File: config.mk
export PLATFORM = sky130hd
export DESIGN_NAME = pulse_capture
export DESIGN_NICKNAME = d
export VERILOG_FILES = /design/src/rtl/pulse_capture.sv
export SDC_FILE = /design/constraint.sdc
export NUM_CORES = 1
export LEC_CHECK = 0
export ABC_AREA = 1
export CORE_ASPECT_RATIO = 0.75
export CORE_MARGIN = 2
export CORE_UTILIZATION = 35
export CTS_BUF_LIST = sky130_fd_sc_hd__clkbuf_4 sky130_fd_sc_hd__clkbuf_8
export DETAILED_ROUTE_END_ITERATION = 16
export HOLD_SLACK_MARGIN = 0.1
export PLACE_DENSITY = 0.48
export SLEW_MARGIN = 20
export SYNTH_ARGS = -nofsm -noshare
export SYNTH_HDL_FRONTEND = slang
export SYNTH_SLANG_ARGS = --single-unit
File: constraint.sdc
create_clock -name clk_i -period 2.2 [get_ports clk_i]
set_input_delay 0.33 -clock clk_i [delete_from_list [all_inputs] [get_ports clk_i]]
set_output_delay 0.33 -clock clk_i [all_outputs]
set_load 0.02 [all_outputs]
File: src/rtl/pulse_capture.sv
// Two-channel input capture: synchronises cap_in and measures each channel's
// high time (WIDTH) and period (PERIOD) in prescaled ticks, with an 8-bit register bus.
module pulse_capture (
    input  logic       clk_i,
    input  logic       rst,
    input  logic [5:0] addr,
    input  logic [7:0] data_in,
    output logic [7:0] data_out,
    input  logic       bus_cyc,
    input  logic       bus_we,
    input  logic [1:0] cap_in,
    output logic       irq
);
    typedef enum logic [1:0] {S_IDLE, S_ARMED, S_HIGH, S_LOW} state_e;

    state_e      state_q [2];
    state_e      state_d [2];
    logic [7:0]  psc_q [2];
    logic [7:0]  psc_d [2];
    logic [15:0] cnt_q [2];
    logic [15:0] cnt_d [2];
    logic [15:0] cnt_inc [2];
    logic [15:0] shadow_q [2];
    logic [15:0] shadow_d [2];
    logic [15:0] width_q [2];
    logic [15:0] width_d [2];
    logic [15:0] period_q [2];
    logic [15:0] period_d [2];

    logic [5:0] ctrl_q, ctrl_d;
    logic [7:0] prescale_q, prescale_d;
    logic [1:0] done_q, done_d, ovf_q, ovf_d;
    logic [1:0] meta_q, sync_q, prev_q;
    logic [7:0] temp_q, temp_d;
    logic [7:0] data_out_q, data_out_d;
    logic       irq_q, irq_d;

    logic       wr_ctrl, wr_stat, wr_psc, rd_acc;
    logic [1:0] rise, fall, tick, start, done_set, ovf_set, arm_clr, busy;
    logic [7:0] status, rdata;

    // Bus: every clock with bus_cyc=1 is one complete access (no stall/ready);
    // writes land on that edge, read data appears on data_out one clock later.
    assign wr_ctrl = bus_cyc & bus_we & (addr == 6'd0);
    assign wr_stat = bus_cyc & bus_we & (addr == 6'd1);
    assign wr_psc  = bus_cyc & bus_we & (addr == 6'd2);
    assign rd_acc  = bus_cyc & ~bus_we;

    always_comb begin
        rise     = sync_q & ~prev_q;
        fall     = ~sync_q & prev_q;
        tick     = '0;
        start    = '0;
        done_set = '0;
        ovf_set  = '0;
        arm_clr  = '0;
        busy     = '0;
        for (int n = 0; n < 2; n++) begin
            tick[n]     = (psc_q[n] == prescale_q);
            cnt_inc[n]  = (tick[n] && cnt_q[n] != 16'hFFFF) ? cnt_q[n] + 16'd1 : cnt_q[n];
            busy[n]     = (state_q[n] != S_IDLE);
            state_d[n]  = state_q[n];
            shadow_d[n] = shadow_q[n];
            width_d[n]  = width_q[n];
            period_d[n] = period_q[n];
            case (state_q[n])
                S_IDLE: if (wr_ctrl && data_in[n] && !ctrl_q[n]) state_d[n] = S_ARMED;
                S_ARMED: if (rise[n]) begin
                    state_d[n] = S_HIGH;
                    start[n]   = 1'b1;
                end
                S_HIGH: if (fall[n]) begin
                    shadow_d[n] = cnt_inc[n];
                    state_d[n]  = S_LOW;
                end
                S_LOW: if (rise[n]) begin
                    period_d[n] = cnt_inc[n];
                    width_d[n]  = shadow_q[n];
                    done_set[n] = 1'b1;
                    if (ctrl_q[n+4]) begin
                        state_d[n] = S_HIGH;
                        start[n]   = 1'b1;
                    end else begin
                        state_d[n] = S_IDLE;
                        arm_clr[n] = 1'b1;
                    end
                end
                default: state_d[n] = S_IDLE;
            endcase
            // Software disarm aborts whatever is in flight without publishing a result.
            if (wr_ctrl && !data_in[n]) begin
                state_d[n]  = S_IDLE;
                width_d[n]  = width_q[n];
                period_d[n] = period_q[n];
                done_set[n] = 1'b0;
            end
            if (start[n]) begin
                psc_d[n] = 8'd0;
                cnt_d[n] = 16'd0;
            end else if (tick[n]) begin
                psc_d[n] = 8'd0;
                cnt_d[n] = cnt_inc[n];
            end else begin
                psc_d[n] = psc_q[n] + 8'd1;
                cnt_d[n] = cnt_q[n];
            end
            ovf_set[n] = tick[n] && (cnt_q[n] == 16'hFFFE) &&
                         (state_q[n] == S_HIGH || state_q[n] == S_LOW);
        end
        done_d = (done_q & ~({2{wr_stat}} & data_in[1:0])) | done_set;
        ovf_d  = (ovf_q & ~({2{wr_stat}} & data_in[3:2])) | ovf_set;
        ctrl_d = wr_ctrl ? data_in[5:0] : (ctrl_q & ~{4'b0000, arm_clr});
        prescale_d = wr_psc ? data_in : prescale_q;
        irq_d = |(done_q & ctrl_q[3:2]);
    end

    assign status = {sync_q, busy, ovf_q, done_q};

    always_comb begin
        rdata  = 8'h00;
        temp_d = temp_q;
        case (addr)
            6'd0:  rdata = {2'b00, ctrl_q};
            6'd1:  rdata = status;
            6'd2:  rdata = prescale_q;
            6'd4:  rdata = width_q[0][7:0];
            6'd6:  rdata = period_q[0][7:0];
            6'd8:  rdata = width_q[1][7:0];
            6'd10: rdata = period_q[1][7:0];
            6'd5, 6'd7, 6'd9, 6'd11: rdata = temp_q;
            default: rdata = 8'h00;
        endcase
        if (rd_acc) begin
            case (addr)
                6'd4:  temp_d = width_q[0][15:8];
                6'd6:  temp_d = period_q[0][15:8];
                6'd8:  temp_d = width_q[1][15:8];
                6'd10: temp_d = period_q[1][15:8];
                default: temp_d = temp_q;
            endcase
        end
        data_out_d = bus_cyc ? rdata : data_out_q;
    end

    always_ff @(posedge clk_i) begin
        if (rst) begin
            ctrl_q     <= '0;
            prescale_q <= '0;
            done_q     <= '0;
            ovf_q      <= '0;
            meta_q     <= '0;
            sync_q     <= '0;
            prev_q     <= '0;
            temp_q     <= '0;
            data_out_q <= '0;
            irq_q      <= 1'b0;
            for (int n = 0; n < 2; n++) begin
                state_q[n]  <= S_IDLE;
                psc_q[n]    <= '0;
                cnt_q[n]    <= '0;
                shadow_q[n] <= '0;
                width_q[n]  <= '0;
                period_q[n] <= '0;
            end
        end else begin
            ctrl_q     <= ctrl_d;
            prescale_q <= prescale_d;
            done_q     <= done_d;
            ovf_q      <= ovf_d;
            meta_q     <= cap_in;
            sync_q     <= meta_q;
            prev_q     <= sync_q;
            temp_q     <= temp_d;
            data_out_q <= data_out_d;
            irq_q      <= irq_d;
            for (int n = 0; n < 2; n++) begin
                state_q[n]  <= state_d[n];
                psc_q[n]    <= psc_d[n];
                cnt_q[n]    <= cnt_d[n];
                shadow_q[n] <= shadow_d[n];
                width_q[n]  <= width_d[n];
                period_q[n] <= period_d[n];
            end
        end
    end

    assign data_out = data_out_q;
    assign irq      = irq_q;
endmodule
==> flow_metrics.py, run 1 <==
metrics = {
    "timing": {
        "worstMarginPinSlew_ns": 0.591,
        "fin_skew_ns": 0.0167,
        "hold_viol_final": 0,
        "period_needed_ns": 1.88,
        "max_freq_mhz": 532,
        "setup_ws_ns": 0.319,
        "drv_slew": 0,
        "grt_setup_unrepaired": "false",
        "maxSlewHeadroom_pct": 60.5,
        "setup_violations": 0,
        "fin_tns_setup_ns": 0,
        "min_period_over_period_pct": 85.5,
    },
    "floorplan": {
        "fp.dieW_um": 194,
        "core_um2": 26700,
        "die_h_um": 146,
        "io_pins": 29,
        "initial_core_util_pct": 35.4,
        "num_rows": 52,
        "die_area_um2": 28400,
    },
    "worst_hold_path": {
        "hp-class": "in2reg",
        "hp-start": "cap_in[1]",
        "holdPathStages": 3,
        "min_to": "meta_q[1]$_SDFF_PP0_",
    },
    "synth": {
        "synth_fp_nets": 1433,
        "ys_top_cells_by_area": "dfxtp_1 40%, nand2_1 12%, inv_1 7.7%",
        "syn_avg_cell_area_um2": 6.72,
        "synth_cells": 1407,
        "synth_ff_type": "dfxtp_1",
        "yosysSeqAreaShare_pct": 40.0,
        "yosys.cell_types.count": 39,
        "syn_area_um2": 9460,
        "ys_async_sr_fraction_pct": 0,
        "yosysTopAreaCell": "dfxtp_1",
        "ys_ff_latch": 189,
        "synth_warnings": 0,
        "synth_edf_count": 0,
        "synth_top_area_share_pct": 40.0,
    },
    "setup_path": {
        "endpoint_kind": "register",
        "worstSetupPathType": "reg2reg",
        "startpoint_type": "register",
        "r2r_cells": 9,
        "rr_startpoint": "prescale_q[3]$_SDFFE_PP0P_",
        "critical_path_peak_fanout": 16,
        "arrival_ns": 2.26,
        "worstPathRequired_ns": 2.58,
        "timing.rr.end": "shadow_q[0][0]$_SDFFE_PP0P_",
        "r2r_setup_slack_ns": 0.32,
    },
    "flow_run": {
        "cap_viol_max_count": 0,
    },
    "grt": {
        "grt_max_degree": 51,
        "grt_pass1_wl_mm": 45.1,
        "grtUsageTotal_pct": 20.2,
        "gr-total-overflow": 0,
        "grt_pass1_vias": 8137,
        "grt_antenna_before_repair": 0,
    },
    "placement": {
        "gp_congestion": 0.911,
        "dpl.hpwl_mm": 21.3,
        "dpl.cell_count": 1809,
        "io_buffers": 28,
        "place_ws_ns": 0.00817,
    },
    "cts": {
        "clkTransAtPathRegs_ns": 0.10,
        "ctsResizeCount": 0,
        "cts.sinks": 189,
        "clock_latency_ns": 0.48,
        "cts_made_buffers": 17,
        "h-tree-depth": 4,
        "root_buffer": "clkbuf_8",
        "cts_buffer_depth": 2,
        "cts_tree": "built",
    },
    "detailed_routing": {
        "drt-initial-drc-count": 638,
        "antenna_left": 0,
        "routedWlPerCell_um": 15.3,
        "drc": 0,
        "dr.pass1.iters": 5,
        "vias": 8875,
        "wl_mm": 28.2,
        "vias_per_cell": 4.82,
    },
    "power": {
        "power_density_nw_per_um2": 582,
        "ir_drop_v": 0.000366,
        "total_power_mw": 6.40,
        "p_leak_nw": 4.64,
    },
    "final_layout": {
        "nets": 1504,
        "drive_gt1_share_pct": 12.2,
        "utilization_pct": 41.1,
        "stdcell_count": 1842,
        "seqCellArea_um2": 3780,
        "antenna_cells": 0,
        "n_fill_cell": 2886,
        "area_growth_pct": 16.2,
        "multi_input_area_um2": 4630,
    },
    "outcome": {
        "status": "finished clean",
    },
}
logic make-up after synthesis:
family / share of synthesized area [%]
and+or+nand+nor: 34.0
DFF: 40.0
xor gates and xnor gates: 1.94
AOI/OAI and AO/OA: 12.2
adders and majority gates: 0.794
buffers and inverters: 11.0
power breakdown:
part           total [mW]  switching (mW)  internal, mW
registers            3.47          0.0233          3.44
clock network        2.52            1.33          1.19
logic               0.412           0.267         0.145
total                6.40            1.62          4.78
registers in the layout (all words and copies together), names as in the netlist:
signal	count
psc_q	16
data_out	8
temp_q	8
state_q	4
shadow_q	32
ovf_q	2
prev_q	2
cnt_q	32
irq	1
meta_q	2
done_q	2
prescale_q	8
width_q	32
ctrl_q	6
period_q	32
sync_q	2
worst max-delay path: stages (launching register included):
cell and delay (ns):
dfxtp_1 0.52, buf_4 0.19, xnor2_1 0.11, nand2_1 0.06
nor2_1 0.20, nand3_4 0.28, nand2_1 0.22, nand3_1 0.11
nand2_1 0.07, inv_1 0.03
layout by cell type, fill, tap and decap left out, drive strengths merged:
master	netlist	final
a21boi	2	2
nand3b	1	1
o22ai	5	5
bufinv	0	3
nor4	3	3
xor2	12	12
dfxtp	189	189
o21ai	76	76
clkinv	0	4
clkdlybuf4s50	0	27
or2	1	1
xnor2	9	9
inv	213	215
buf	24	72
o21a	2	2
clkinvlp	0	3
nand3	152	152
ha	6	6
nor2	192	192
o31ai	4	4
o211ai	1	1
nand4	28	28
clkbuf	23	20
a21oi	130	130
a31oi	2	2
nor3	7	7
nor3b	1	1
nand2	324	324
through the flow:
| stage | cell area [um^2] | hold slack [ns] |
|---|---|---|
| 5_1_grt | 11000 | 0.374 |
| 6_report | 11000 | 0.371 |
| 3_3_place_gp | 10500 | 0.405 |
| 2_1_floorplan | 9460 | 0.388 |
| 4_1_cts | 11000 | 0.345 |
| 3_5_place_dp | 10500 | 0.405 |
cell usage after synthesis (all sizes together) (9+ instances only):
master / count
nand2: 324
inv: 213
nor2: 192
dfxtp: 189
nand3: 152
a21oi: 130
o21ai: 76
nand4: 28
buf: 24
clkbuf: 23
xor2: 12
xnor2: 9
area by class of cell:
type / instances / share of cell area, %
Tap cell: 351 / 4.00
Sequential cell: 189 / 34.4
Multi-Input combinational cell: 958 / 42.2
Clock inverter: 12 / 1.47
Timing Repair Buffer: 99 / 8.27
Inverter: 213 / 7.28
Clock buffer: 20 / 2.39
per-layer routing:
layer | part of all wire [%] | routed length (um) | GRT usage, % | vias up
li1 | - | - | - | 4622
met1 | 55 | 15400 | 32.1 | 4023
met2 | 38 | 10800 | 27.4 | 214
met3 | 5.6 | 1590 | 3.60 | 16
met4 | 1.3 | 378 | 4.81 | 0
met5 | 0 | 0 | 0 | -
repair_timing:
action                                  4_1_cts  5_1_grt
hold buffers                                  0        0
buffers inserted                              0        1
endpoints found under the setup margin        0        6
worst max path at each step:
stage / slack, ns / cells after the start / endpoint / from
floorplan: 0.52 / 11 / shadow_q[0][10]$_SDFFE_PP0P_ / cnt_q[0][0]$_SDFFE_PP0N_
global placement: 0.02 / 9 / data_out[5]$_SDFFE_PP0P_ / addr[1]
detailed placement: 0.008 / 10 / temp_q[0]$_SDFFE_PP0P_ / addr[5]
CTS: 0.19 / 8 / ovf_q[0]$_SDFF_PP0_ / prescale_q[4]$_SDFFE_PP0P_
global route: 0.14 / 9 / shadow_q[0][0]$_SDFFE_PP0P_ / prescale_q[3]$_SDFFE_PP0P_
finish: 0.32 / 9 / shadow_q[0][0]$_SDFFE_PP0P_ / prescale_q[3]$_SDFFE_PP0P_
Note: power is estimated with default switching activity, not from simulation.
==> inputs of run 2 (changes only) <==
HOLD_SLACK_MARGIN = not set   (was 0.1)
==> results of run 2 <==
The final DEF is identical to that of run 1; final timing and power are the same.
==> inputs of run 3 (changes only) <==
CORE_MARGIN = not set   (was 2)
MAX_ROUTING_LAYER = met4   (was not set)
==> run 3 against run 2 <==
Net effect: cell count down 0.49%; final area is 0.55% lower; clock power down 6%; global-route usage is 1.9 points higher; fmax is 0.18% lower; clock skew fell by 0.0029 ns; sequential share of layout area rose by 0.19 points; largest power group unchanged.
==> flow_metrics.py, run 3 (synthesis results as in run 1) <==
metrics = {
    "final_layout": {
        "utilization_pct": 41.7,
        "layout_commonest_cell": "nand2_1",
        "seqCellArea_um2": 3780,
        "n_fill_cell": 2825,
        "multi_input_area_um2": 4630,
        "mostFrequentLayoutCells": "306 x nand2_1, 195 x inv_1, 189 x dfxtp_1",
        "area_growth_pct": 15.5,
        "drive_gt1_share_pct": 12.0,
        "stdcell_area_um2": 10900,
        "nets": 1501,
    },
    "placement": {
        "dpl.hpwl_mm": 21.2,
        "gp_congestion": 0.941,
        "io_buffers": 28,
        "placed_area_um2": 10500,
    },
    "cts": {
        "cts_made_buffers": 17,
        "root_buffer": "clkbuf_8",
        "h-tree-depth": 4,
        "cts_buffer_depth": 2,
        "cts_tree": "built",
        "post_cts_buffers": 0,
        "ctsResizeCount": 0,
        "clock_latency_ns": 0.47,
        "cts.sinks": 189,
        "holdBufCountCts": 0,
        "clkTransAtPathRegs_ns": 0.10,
    },
    "timing": {
        "period_needed_ns": 1.88,
        "maxSlewHeadroom_pct": 58.5,
        "drv_slew": 0,
        "grt_setup_unrepaired": "false",
        "hold_viol_final": 0,
        "setup_violations": 0,
        "worstMarginPinSlew_ns": 0.622,
        "fin_tns_setup_ns": 0,
        "max_freq_mhz": 531,
        "fin_skew_ns": 0.0138,
        "hold_slack_ns": 0.378,
        "min_period_over_period_pct": 85.7,
    },
    "setup_path": {
        "slowest_stage": "dfxtp_1",
        "worstSetupPathType": "reg2reg",
        "cp_common_cell": "nand3_1",
        "startpoint_type": "register",
        "crit_buf_inv": 4,
        "arrival_ns": 2.26,
        "path_cells": "ha_1, nand3_1, inv_2, nand2_1, inv_2, nand2_2, buf_4, nand3_1, nand3_1, nand2_1, inv_1",
        "worstPathRequired_ns": 2.57,
        "critical_path_peak_fanout": 16,
        "endpoint_kind": "register",
        "slowest_delay_ns": 0.41,
        "cp_top_family": "simple AND/OR/NAND/NOR gates",
    },
    "power": {
        "total_power_mw": 6.24,
        "intPower_mw": 4.68,
        "swShare_pct": 25.1,
        "ir_drop_v": 0.000364,
        "power_density_nw_per_um2": 571,
        "seq_power_share_pct": 55.6,
        "p_comb_share_pct": 6.4,
        "p_leak_nw": 4.61,
        "pwr-share-clk_pct": 38.1,
        "p_sw_mw": 1.56,
    },
    "detailed_routing": {
        "drc": 0,
        "antenna_left": 0,
        "vias_per_cell": 4.82,
        "vias": 8838,
        "routedWlPerCell_um": 15.2,
        "drt-initial-drc-count": 605,
        "dr.pass1.iters": 5,
        "wl_mm": 27.9,
    },
    "floorplan": {
        "num_rows": 51,
        "io_pins": 29,
        "initial_core_util_pct": 36.1,
        "core_um2": 26200,
        "die_area_um2": 27700,
        "die_h_um": 144,
        "fp.dieW_um": 192,
    },
    "flow_run": {
        "cap_viol_max_count": 0,
    },
    "grt": {
        "grt_max_degree": 51,
        "grtUsageTotal_pct": 22.0,
        "grt_pass1_vias": 8143,
        "grt_antenna_before_repair": 1,
        "gr-total-overflow": 0,
        "grt_pass1_wl_mm": 45.0,
    },
    "worst_hold_path": {
        "hp-class": "in2reg",
    },
    "outcome": {
        "status": "finished clean",
    },
}
-- run 3: cell types whose count changed in the layout (fill, tap and decap cells not counted), sizes merged --
| cell | before | now |
|---|---|---|
| buf | 72 | 69 |
| clkbuf | 20 | 22 |
| bufinv | 3 | 2 |
| diode | 0 | 1 |
| inv | 215 | 214 |
-- run 3: stage by stage --
step | setup slack (ns) | cells
3_3_place_gp | 0.0155 | 1800
3_5_place_dp | 0.0340 | 1800
2_1_floorplan | 0.515 | 1407
5_1_grt | 0.125 | 1833
4_1_cts | 0.300 | 1832
6_report | 0.315 | 1833
-- run 3: power by group through the flow --
stage	clock network (mW)	registers (mW)	logic, mW
after detailed placement	0	3.55	0.397
after global placement	0	3.55	0.395
after global routing	2.61	3.47	0.438
after CTS	2.45	3.47	0.399
final	2.37	3.47	0.398
after floorplan	0	3.54	0.219
-- run 3: metal layers --
layer | GRT usage (%) | share of wire [%] | vias to the layer above
met1 | 33.7 | 55 | 4026
met5 | - | 0 | -
met3 | 4.03 | 4.8 | 18
li1 | - | - | 4616
met4 | 4.55 | 1.2 | 0
met2 | 29.2 | 39 | 178
-- run 3: worst reg2reg max path, delay by kind of cell, from the launching register on --
| kind | cells | cell delay, ns |
|---|---|---|
| AND/OR/NAND/NOR | 6 | 0.75 |
| buffers and inverters | 4 | 0.43 |
| flip-flops | 1 | 0.41 |
| adder cells (fa/ha/maj) | 1 | 0.19 |
-- run 3: final timing paths --
path,start,end,slack (ns),cells past startpoint
max,cnt_q[0][17]$_SDFFE_PP0N_,shadow_q[0][22]$_SDFFE_PP0P_,0.32,11
min,cap_in[1],meta_q[1]$_SDFF_PP0_,0.38,3
max reg2reg,cnt_q[0][17]$_SDFFE_PP0N_,shadow_q[0][22]$_SDFFE_PP0P_,0.32,11
min reg2reg,meta_q[0]$_SDFF_PP0_,sync_q[0]$_SDFF_PP0_,0.41,2
-- run 3: area by class of cell --
cell class | count | area share [%]
antenna | 1 | 0.0229
tap | 344 | 3.94
inverter | 213 | 7.32
timing repair buffer | 96 | 8.11
clock buffer | 22 | 2.54
clock inverter | 10 | 1.05
sequential | 189 | 34.6
multi-input combinational | 958 | 42.4
